<file path="src/rtl/cache_line_xfer_engine.sv">
// Moves one cache line over AXI4: optional victim write-back burst, then optional refill burst.
// Latency: bus VALIDs appear the cycle after start; complete pulses one cycle after the final B or R handshake.
// Backpressure: every VALID and its payload are held until READY; BREADY/RREADY are high whenever a response is awaited.
module cache_line_xfer_engine #(
    parameter int                    LINE_SIZE              = 512,
    parameter int                    DATA_WIDTH             = 128,
    parameter int                    ADDR_WIDTH             = 27,
    parameter int                    ID_WIDTH               = 1,
    parameter logic [ADDR_WIDTH-1:0] TARGET_SLAVE_BASE_ADDR = '0
) (
    input  logic                    clk,
    input  logic                    rstn,
    input  logic                    start,
    input  logic [1:0]              mode,
    input  logic [ADDR_WIDTH-1:0]   rd_addr,
    input  logic [ADDR_WIDTH-1:0]   wr_addr,
    input  logic [LINE_SIZE-1:0]    din,
    output logic [LINE_SIZE-1:0]    dout,
    output logic                    busy,
    output logic                    complete,
    output logic                    error,
    // write address channel
    output logic [ID_WIDTH-1:0]     M_AXI_AWID,
    output logic [ADDR_WIDTH-1:0]   M_AXI_AWADDR,
    output logic [7:0]              M_AXI_AWLEN,
    output logic [2:0]              M_AXI_AWSIZE,
    output logic [1:0]              M_AXI_AWBURST,
    output logic                    M_AXI_AWVALID,
    input  logic                    M_AXI_AWREADY,
    // write data channel
    output logic [DATA_WIDTH-1:0]   M_AXI_WDATA,
    output logic [DATA_WIDTH/8-1:0] M_AXI_WSTRB,
    output logic                    M_AXI_WLAST,
    output logic                    M_AXI_WVALID,
    input  logic                    M_AXI_WREADY,
    // write response channel
    input  logic [1:0]              M_AXI_BRESP,
    input  logic                    M_AXI_BVALID,
    output logic                    M_AXI_BREADY,
    // read address channel
    output logic [ID_WIDTH-1:0]     M_AXI_ARID,
    output logic [ADDR_WIDTH-1:0]   M_AXI_ARADDR,
    output logic [7:0]              M_AXI_ARLEN,
    output logic [2:0]              M_AXI_ARSIZE,
    output logic [1:0]              M_AXI_ARBURST,
    output logic                    M_AXI_ARVALID,
    input  logic                    M_AXI_ARREADY,
    // read data channel
    input  logic [DATA_WIDTH-1:0]   M_AXI_RDATA,
    input  logic [1:0]              M_AXI_RRESP,
    input  logic                    M_AXI_RLAST,
    input  logic                    M_AXI_RVALID,
    output logic                    M_AXI_RREADY
);

    localparam int                    BURST_LEN = LINE_SIZE / DATA_WIDTH;
    localparam int                    CNT_W     = $clog2(BURST_LEN) + 1;
    localparam int                    LINE_OFF  = $clog2(LINE_SIZE / 8);
    localparam logic [CNT_W-1:0]      LAST_BEAT = CNT_W'(BURST_LEN - 1);
    localparam logic [7:0]            AXLEN     = 8'(BURST_LEN - 1);
    localparam logic [2:0]            AXSIZE    = 3'($clog2(DATA_WIDTH / 8));
    localparam logic [1:0]            AXBURST   = 2'b01;
    localparam logic [ADDR_WIDTH-1:0] LINE_MASK = ~((ADDR_WIDTH'(1) << LINE_OFF) - ADDR_WIDTH'(1));

    localparam logic [1:0] MODE_REFILL = 2'b00;
    localparam logic [1:0] MODE_WB_RF  = 2'b10;
    localparam logic [1:0] MODE_RSVD   = 2'b11;

    typedef enum logic [2:0] {
        S_IDLE,
        S_WB,
        S_WRESP,
        S_RD_ADDR,
        S_RD_DATA,
        S_DONE
    } state_t;

    state_t                  r_state;
    state_t                  w_next;
    logic [1:0]              r_mode;
    logic [ADDR_WIDTH-1:0]   r_rd_addr;
    logic [ADDR_WIDTH-1:0]   r_wr_addr;
    logic [LINE_SIZE-1:0]    r_din;
    logic [LINE_SIZE-1:0]    r_dout;
    logic                    r_aw_done;
    logic                    r_w_done;
    logic [CNT_W-1:0]        r_wcnt;
    logic [CNT_W-1:0]        r_rcnt;
    logic                    r_error;

    logic                    w_start_ok;
    logic                    w_awvalid;
    logic                    w_wvalid;
    logic                    w_bready;
    logic                    w_arvalid;
    logic                    w_rready;
    logic                    w_aw_hs;
    logic                    w_w_hs;
    logic                    w_w_last;
    logic                    w_w_last_hs;
    logic                    w_b_hs;
    logic                    w_ar_hs;
    logic                    w_r_hs;
    logic                    w_r_final;
    logic                    w_rlast_bad;
    logic [DATA_WIDTH-1:0]   w_wdata;

    // A request is only taken from IDLE and never with the reserved mode.
    assign w_start_ok  = start && (mode != MODE_RSVD) && (r_state == S_IDLE);

    assign w_aw_hs     = w_awvalid && M_AXI_AWREADY;
    assign w_w_hs      = w_wvalid && M_AXI_WREADY;
    assign w_w_last    = (r_wcnt == LAST_BEAT);
    assign w_w_last_hs = w_w_hs && w_w_last;
    assign w_b_hs      = w_bready && M_AXI_BVALID;
    assign w_ar_hs     = w_arvalid && M_AXI_ARREADY;
    assign w_r_hs      = w_rready && M_AXI_RVALID;
    assign w_r_final   = w_r_hs && (r_rcnt == LAST_BEAT);
    // RLAST must appear exactly on the final beat; early or missing both flag an error.
    assign w_rlast_bad = (r_rcnt == LAST_BEAT) ? !M_AXI_RLAST : M_AXI_RLAST;

    // State register.
    always_ff @(posedge clk) begin
        if (!rstn) begin
            r_state <= S_IDLE;
        end else begin
            r_state <= w_next;
        end
    end

    // Next-state decode and per-state channel controls.
    always_comb begin
        w_next    = r_state;
        w_awvalid = 1'b0;
        w_wvalid  = 1'b0;
        w_bready  = 1'b0;
        w_arvalid = 1'b0;
        w_rready  = 1'b0;
        busy      = 1'b1;
        complete  = 1'b0;
        case (r_state)
            S_IDLE: begin
                busy = 1'b0;
                if (w_start_ok) begin
                    w_next = (mode == MODE_REFILL) ? S_RD_ADDR : S_WB;
                end
            end
            S_WB: begin
                w_awvalid = !r_aw_done;
                w_wvalid  = !r_w_done;
                if ((r_aw_done || w_aw_hs) && (r_w_done || w_w_last_hs)) begin
                    w_next = S_WRESP;
                end
            end
            S_WRESP: begin
                w_bready = 1'b1;
                if (w_b_hs) begin
                    w_next = (r_mode == MODE_WB_RF) ? S_RD_ADDR : S_DONE;
                end
            end
            S_RD_ADDR: begin
                w_arvalid = 1'b1;
                if (w_ar_hs) begin
                    w_next = S_RD_DATA;
                end
            end
            S_RD_DATA: begin
                w_rready = 1'b1;
                if (w_r_final) begin
                    w_next = S_DONE;
                end
            end
            S_DONE: begin
                complete = 1'b1;
                w_next   = S_IDLE;
            end
            default: begin
                w_next = S_IDLE;
            end
        endcase
    end

    // Snapshot the request so later input changes cannot disturb an in-flight transfer.
    always_ff @(posedge clk) begin
        if (!rstn) begin
            r_mode    <= '0;
            r_rd_addr <= '0;
            r_wr_addr <= '0;
            r_din     <= '0;
        end else if (w_start_ok) begin
            r_mode    <= mode;
            r_rd_addr <= rd_addr;
            r_wr_addr <= wr_addr;
            r_din     <= din;
        end
    end

    // Write-back progress: AW and W retire independently, beat counter stops on the last beat.
    always_ff @(posedge clk) begin
        if (!rstn) begin
            r_aw_done <= 1'b0;
            r_w_done  <= 1'b0;
            r_wcnt    <= '0;
        end else if (w_start_ok) begin
            r_aw_done <= 1'b0;
            r_w_done  <= 1'b0;
            r_wcnt    <= '0;
        end else begin
            if (w_aw_hs) begin
                r_aw_done <= 1'b1;
            end
            if (w_w_hs) begin
                if (w_w_last) begin
                    r_w_done <= 1'b1;
                end else begin
                    r_wcnt <= r_wcnt + 1'b1;
                end
            end
        end
    end

    // Refill: each accepted R beat lands in its slot of the line buffer.
    always_ff @(posedge clk) begin
        if (!rstn) begin
            r_rcnt <= '0;
            r_dout <= '0;
        end else if (w_start_ok) begin
            r_rcnt <= '0;
        end else if (w_r_hs) begin
            r_rcnt <= r_rcnt + 1'b1;
            for (int k = 0; k < BURST_LEN; k++) begin
                if (r_rcnt == CNT_W'(k)) begin
                    r_dout[k*DATA_WIDTH +: DATA_WIDTH] <= M_AXI_RDATA;
                end
            end
        end
    end

    // Sticky error: cleared by an accepted request, set by bad responses or RLAST misplacement.
    always_ff @(posedge clk) begin
        if (!rstn) begin
            r_error <= 1'b0;
        end else if (w_start_ok) begin
            r_error <= 1'b0;
        end else begin
            if (w_b_hs && (M_AXI_BRESP != 2'b00)) begin
                r_error <= 1'b1;
            end
            if (w_r_hs && ((M_AXI_RRESP != 2'b00) || w_rlast_bad)) begin
                r_error <= 1'b1;
            end
        end
    end

    // Write beat selection from the captured victim line.
    always_comb begin
        w_wdata = '0;
        for (int k = 0; k < BURST_LEN; k++) begin
            if (r_wcnt == CNT_W'(k)) begin
                w_wdata = r_din[k*DATA_WIDTH +: DATA_WIDTH];
            end
        end
    end

    assign dout          = r_dout;
    assign error         = r_error;

    assign M_AXI_AWID    = '0;
    assign M_AXI_AWADDR  = TARGET_SLAVE_BASE_ADDR + (r_wr_addr & LINE_MASK);
    assign M_AXI_AWLEN   = AXLEN;
    assign M_AXI_AWSIZE  = AXSIZE;
    assign M_AXI_AWBURST = AXBURST;
    assign M_AXI_AWVALID = w_awvalid;

    assign M_AXI_WDATA   = w_wdata;
    assign M_AXI_WSTRB   = '1;
    assign M_AXI_WLAST   = w_wvalid && w_w_last;
    assign M_AXI_WVALID  = w_wvalid;

    assign M_AXI_BREADY  = w_bready;

    assign M_AXI_ARID    = '0;
    assign M_AXI_ARADDR  = TARGET_SLAVE_BASE_ADDR + (r_rd_addr & LINE_MASK);
    assign M_AXI_ARLEN   = AXLEN;
    assign M_AXI_ARSIZE  = AXSIZE;
    assign M_AXI_ARBURST = AXBURST;
    assign M_AXI_ARVALID = w_arvalid;

    assign M_AXI_RREADY  = w_rready;

endmodule

</file>
<file path="config.mk">
export PLATFORM = sky130hd
export DESIGN_NAME = cache_line_xfer_engine
export DESIGN_NICKNAME = d
export VERILOG_FILES = /design/src/rtl/cache_line_xfer_engine.sv
export SDC_FILE = /design/constraint.sdc
export NUM_CORES = 2
export LEC_CHECK = 0
export BUFFER_PORTS_ARGS = -buffer_cell sky130_fd_sc_hd__buf_2
export CORE_AREA = 2 2 566 568
export CTS_BUF_LIST = sky130_fd_sc_hd__clkbuf_8
export DETAILED_ROUTE_END_ITERATION = 8
export DIE_AREA = 0 0 568 570
export HOLD_SLACK_MARGIN = 0.02
export PLACE_DENSITY_LB_ADDON = 0.15
export SLEW_MARGIN = 20
export SYNTH_ARGS = -nofsm -noshare
export SYNTH_HDL_FRONTEND = slang
export SYNTH_SLANG_ARGS = --single-unit
</file>
<file path="constraint.sdc">
create_clock -name clk -period 1.9 [get_ports clk]
set_input_delay 0.095 -clock clk [delete_from_list [all_inputs] [get_ports clk]]
set_output_delay 0.095 -clock clk [all_outputs]
set_load 0.03 [all_outputs]
</file>
Word-level counts from Yosys, hierarchy flattened
Cells that the tools add are included.
{"block": "totals", "wordCells": 93, "reg_bits": 1092, "in_bits": 709, "out_inout_bits": 747}
{"block": "classes", "eq_ne": 18, "muxes": 22, "n_addsub": 2, "bitwise": 3, "reduce_logical": 34}
{"cell": "2-to-1 mux 128 bit", "n": 4}
{"cell": "equality test 3 x 2 -> 1 bit (second input constant)", "n": 6}
{"cell": "2-to-1 mux 3 bit", "n": 6}
{"cell": "one-hot mux 3 bit (5 select lines)", "n": 1}
{"cell": "logical AND 1 bit", "n": 13}
{"cell": "inequality test 2 bit (second input constant)", "n": 6}
{"cell": "AND reduction 3 bit", "n": 4}
{"cell": "2-to-1 mux 1 bit", "n": 10}
{"cell": "equality test 3 x 1 -> 1 bit (second input constant)", "n": 3}
{"cell": "zero test 3 bit", "n": 3}
{"cell": "adder 3 x 1 -> 3 bit (second input constant)", "n": 2}
{"cell": "equality test 3 bit (second input constant)", "n": 2}
{"cell": "nonzero test 2 bit", "n": 3}
{"cell": "AND reduction 5 bit", "n": 1}
{"cell": "AND reduction 2 bit", "n": 2}
{"cell": "zero test 1 bit", "n": 3}
{"cell": "logical OR 1 bit", "n": 3}
{"cell": "NOT 1 bit", "n": 3}
{"cell": "equality test 2 bit (second input constant)", "n": 1}
{"cell": "zero test 2 bit", "n": 1}
{"cell": "2-to-1 mux 2 bit", "n": 1}
{"cell": "OR reduction 2 bit", "n": 1}

Depth between registers and ports, before layout
{"block": "depth", "depth_word": 8, "depth_mapped": 8, "mapped_depth_nobuf": 6}

Worst setup path after synthesis
OpenSTA, ideal clock, no wires.
{"block": "synth_path", "path_type": "register to register", "startpoint": "register r_state[1]", "endpoint": "register r_wcnt[2]", "setup_time_ps": 65, "arrival_ps": 2331, "synth_period_minus_slack_ps": 2396, "n_path_buf": 1, "stages_incl_launch_ff": 6, "path_slack_ps": -496, "required_time_ps": 1835, "path_cell_list": "dfxtp_1 -> buf_2 -> nor4b_1 -> nand3b_1 -> mux2_2 -> nor2_1"}
{"block": "synth_between", "elab_chain_cells": 4, "word_cells_on_any_way": 7, "cone_classes": "eq/ne: 1; mux: 1; reduce/logical: 5"}
{"item": "from (decl)", "line_no": "78", "text": "state_t r_state;"}
{"item": "from (signal assigned)", "line_no": "127", "text": "r_state <= w_next;"}
{"item": "equality test 3 x 1 -> 1 bit", "line_no": "141", "text": "case (r_state)"}
{"item": "2-to-1 mux 1 bit", "line_no": "141"}
{"item": "named net M_AXI_WVALID", "line_no": "34", "text": "output logic M_AXI_WVALID,"}
{"item": "logical AND 1 bit", "line_no": "112", "text": "assign w_w_hs = w_wvalid && M_AXI_WREADY;"}
{"item": "AND reduction 2 bit (no source line)"}
{"item": "to (signal assigned)", "line_no": "216", "text": "r_wcnt <= r_wcnt + 1'b1;"}
{"item": "to (decl)", "line_no": "87", "text": "logic [CNT_W-1:0] r_wcnt;"}
The timed path passes the listed nets, and every way through them passes these cells.
A chain may end at the register's enable or synchronous reset.

Final worst setup path
{"block": "layout_path", "startpoint": "register r_wcnt[1]", "endpoint": "output M_AXI_WDATA[46]"}
{"block": "layout_between", "elab_chain_cells": 5, "word_cells_on_any_way": 8, "cone_classes": "eq/ne: 3; mux: 4; reduce/logical: 1"}
{"item": "zero test 3 bit", "line_no": "259", "text": "if (r_wcnt == CNT_W'(k)) begin"}
{"item": "2-to-1 mux 128 bit (3 in a row)", "line_no": "259"}
{"item": "2-to-1 mux 128 bit (*)", "line_no": "259"}
{"item": "to (decl)", "line_no": "31", "text": "output logic [DATA_WIDTH-1:0] M_AXI_WDATA,"}
Every way passes the cells marked *; elsewhere a longest branch is shown, timed or not.

==> metrics.txt <==
outcome complete, but fails checks; failing checks setup timing; top-count cell post-synth nand2_1; clock sinks 1,080; Final Hold Viols 0; total core area 317,300 µm²; Mapped Cells 5,388; clock latency on the worst-skew pair 0.93 ns; gr ovfl total 0; Setup Total Neg Slack -168.65 ns; Root Driver clkbuf_8; CTS buffer count 221; Post-Route Hold Slack 0.1535 ns; Post-synth top cells nand2_1, dfxtp_1, a21oi_1; Initial Util 0.1331; Placed Area 55,690 µm²; layout cell share with drive strength beyond 1 0.2912; Worst Setup Path Type flip-flop to primary output; crit-path max cell delay 0.33 ns; Worst setup SP type flip-flop; CP max stage cell dfxtp_2; fin. max-slew vios 0; Total GRT Usage 0.1558; post-route ant nets 0; Rel. slew slack 0.5860; Die X-Extent 568 µm; number of buffers added on ports 1,387; Tmin final 3.073 ns; crit-path cells inv_2, ha_4, nor3b_4, buf_12, buf_4, buf_4, a221o_1, o21ai_1, o21ai_2, buf_6; final instance area 76,720 µm²; drt pass-1 iters 5; largest net degree at the start of global routing 139; Met3 Routed Length 18,800 µm; maxcap violations 0; Seq pwr share 0.361; die height 570 µm; Core Rows 207; final cycle utilization of the critical path 1.617; initial antenna violation count 91; critical-path maximum fanout 7; fraction of registers with async set/reset 0; gpl congestion 0.8543; hold path start din[39]; vias in the first global route 49,289; DP Cell Count 10,818; P_int 47.96 mW; leading post-synthesis cells by cell area dfxtp_1, nand2_1, a21oi_1, o21ai_0, a221o_1; post-synth top area cell dfxtp_1; vias per cell 3.878; final setup violation count 578; register area share after synthesis 0.5119; Area growth, synth to finish 81.63%; vias 49,311; Post-Route M1 WL 112,500 µm; unrepaired setup endpoints after global routing true; CP required 1.80 ns; FMAX 325.4 MHz; Seq cells post-synth 1,080; Yosys cell types 45; Ys Warns 0; DRC viols 0; Setup crit end kind primary output; final cell count without fillers 12,714; Cell Area, Synth 42,240 µm²; Fill cells 35,275; Reg clk slew, reported paths 0.06 ns; pre-CTS setup slack -0.3780 ns; Sw Share 0.3501; power share of the clock group 0.342; Peak VDD IR 0.0004960 V; minimum setup slack among reg-to-reg paths -0.22 ns; Clock Skew 0.05758 ns; die area 323,800 µm²; Pleak 30.92 nW; met2 wire len 129,100 µm; Post-synth EDFFs 0; # IOs 1,456; first-pass GRT wire length 368,300 µm; final setup margin -1.173 ns; Top FF cell, synth dfxtp_1; DR WL/cell 21.01 µm; Syn Area/Cell 7.840 µm²; launch point of the worst reg-to-reg path r_state[2]; Buf+Inv Stages, Crit Path 5; clk buf depth 4; power share of the combinational group 0.298; Worst-Margin Slew 0.6211 ns; PD cells 962.1 nW/µm²; Critical Path AT 2.98 ns; Nets 9,035; Post-DP HPWL 198,200 µm; crit path launch r_wcnt[1]; P_sw 25.84 mW; Top Metal Used met5; Yosys top cell area share 0.5119; CTS tree built; min-delay worst type primary input to flip-flop; Detailed Route WL 267,200 µm; H-tree levels 4; Crit path max-delay family buffers and inverters; most frequent CP cell buf_4; DR iter-0 viols 2,896
==> layer usage <==
metal	vias up	GRT usage
met5	-	0
met4	74	0.03734
met3	395	0.04181
met2	1631	0.2700
met1	23556	0.1900
li1	23655	-
==> path summary, 6_finish.rpt <==
kind,cells after the start,endpoint
setup / recovery,10,M_AXI_WDATA[46]
hold / removal,4,r_din[39]
setup reg to reg,8,r_din[302]
hold reg to reg,2,dout[207]
==> cells by family (layout without fill, tap and decap cells) <==
group | Yosys count | in the layout | share of synthesized area
other | 2 | 104 | 0.0001778
buffers and inverters | 509 | 3553 | 0.07577
AND/OR/NAND/NOR | 2308 | 2308 | 0.2112
AO/OA/AOI/OAI | 1472 | 1472 | 0.1965
multiplexers | 4 | 4 | 0.0009775
adder cells (fa/ha/maj) | 10 | 10 | 0.002962
flip-flops | 1080 | 1080 | 0.5119
XOR/XNOR | 3 | 3 | 0.0006222
==> final cells by class <==
class                   instances  area [µm²]  share of cell area
clock inverters               112       613.1            0.007991
well taps                    4180        5230             0.06817
inverters                      10       47.55           0.0006197
diodes                         48       120.1            0.001566
flip-flops and latches       1080       21630              0.2819
clock buffers                 281        3867             0.05041
repair buffers               3150       26490              0.3453
multi-input cells            3853       18720              0.2440
==> per-stage QoR <==
stage | utilization | total power, mW
after floorplan | - | 37.28
after global placement | 0.1755 | 44.14
after detailed placement | 0.1755 | 44.14
after CTS | 0.2370 | 73.79
after global routing | 0.2416 | 77.67
final | 0.2418 | 73.81
==> layout by cell type (no fill, tap or decap), types with 48 or more instances in the layout <==
cell type and count:
conb_1 56, clkbuf_8 281, diode_2 48, a21oi_1 1003
o21ai_2 211, buf_12 124, buf_6 154, nand2_2 72
dlygate4sd3_1 1390, a21oi_2 72, nand2_1 2195, dfxtp_1 1074
a221o_1 128, buf_4 207, buf_2 1252, inv_1 87
==> timing repair <==
action,CTS,global route
hold buffers,1390,0
pin swaps,14,69
setup buffers,30,26
cloned,6,11
resized for setup,235,421
hold endpoints to repair,1080,0
setup endpoints to repair,217,630
==> state kept, by name, indices dropped and copies added, names as in the netlist <==
register	cells
dout	512
r_din	512
r_rd_addr	21
r_wr_addr	21
r_rcnt	3
r_state	3
r_wcnt	3
r_mode	2
error	1
r_aw_done	1
r_w_done	1
==> worst register-to-register path: cells and delay by family, from the launching register on <==
family	cells	cell delay, ns
AO/OA/AOI/OAI	1	0.15
buffers and inverters	4	0.80
flip-flops	1	0.34
AND/OR/NAND/NOR	3	0.76
==> power groups by stage <==
stage               Sequential (mW)  Combinational (mW)  Clock (mW)
floorplan                      26.7                10.6           0
global placement               27.1                17.0           0
detailed placement             27.0                17.1           0
CTS                            26.6                20.9        26.3
global route                   26.8                23.6        27.3
finish                         26.6                22.0        25.2
(Power assumes the default switching activity.)
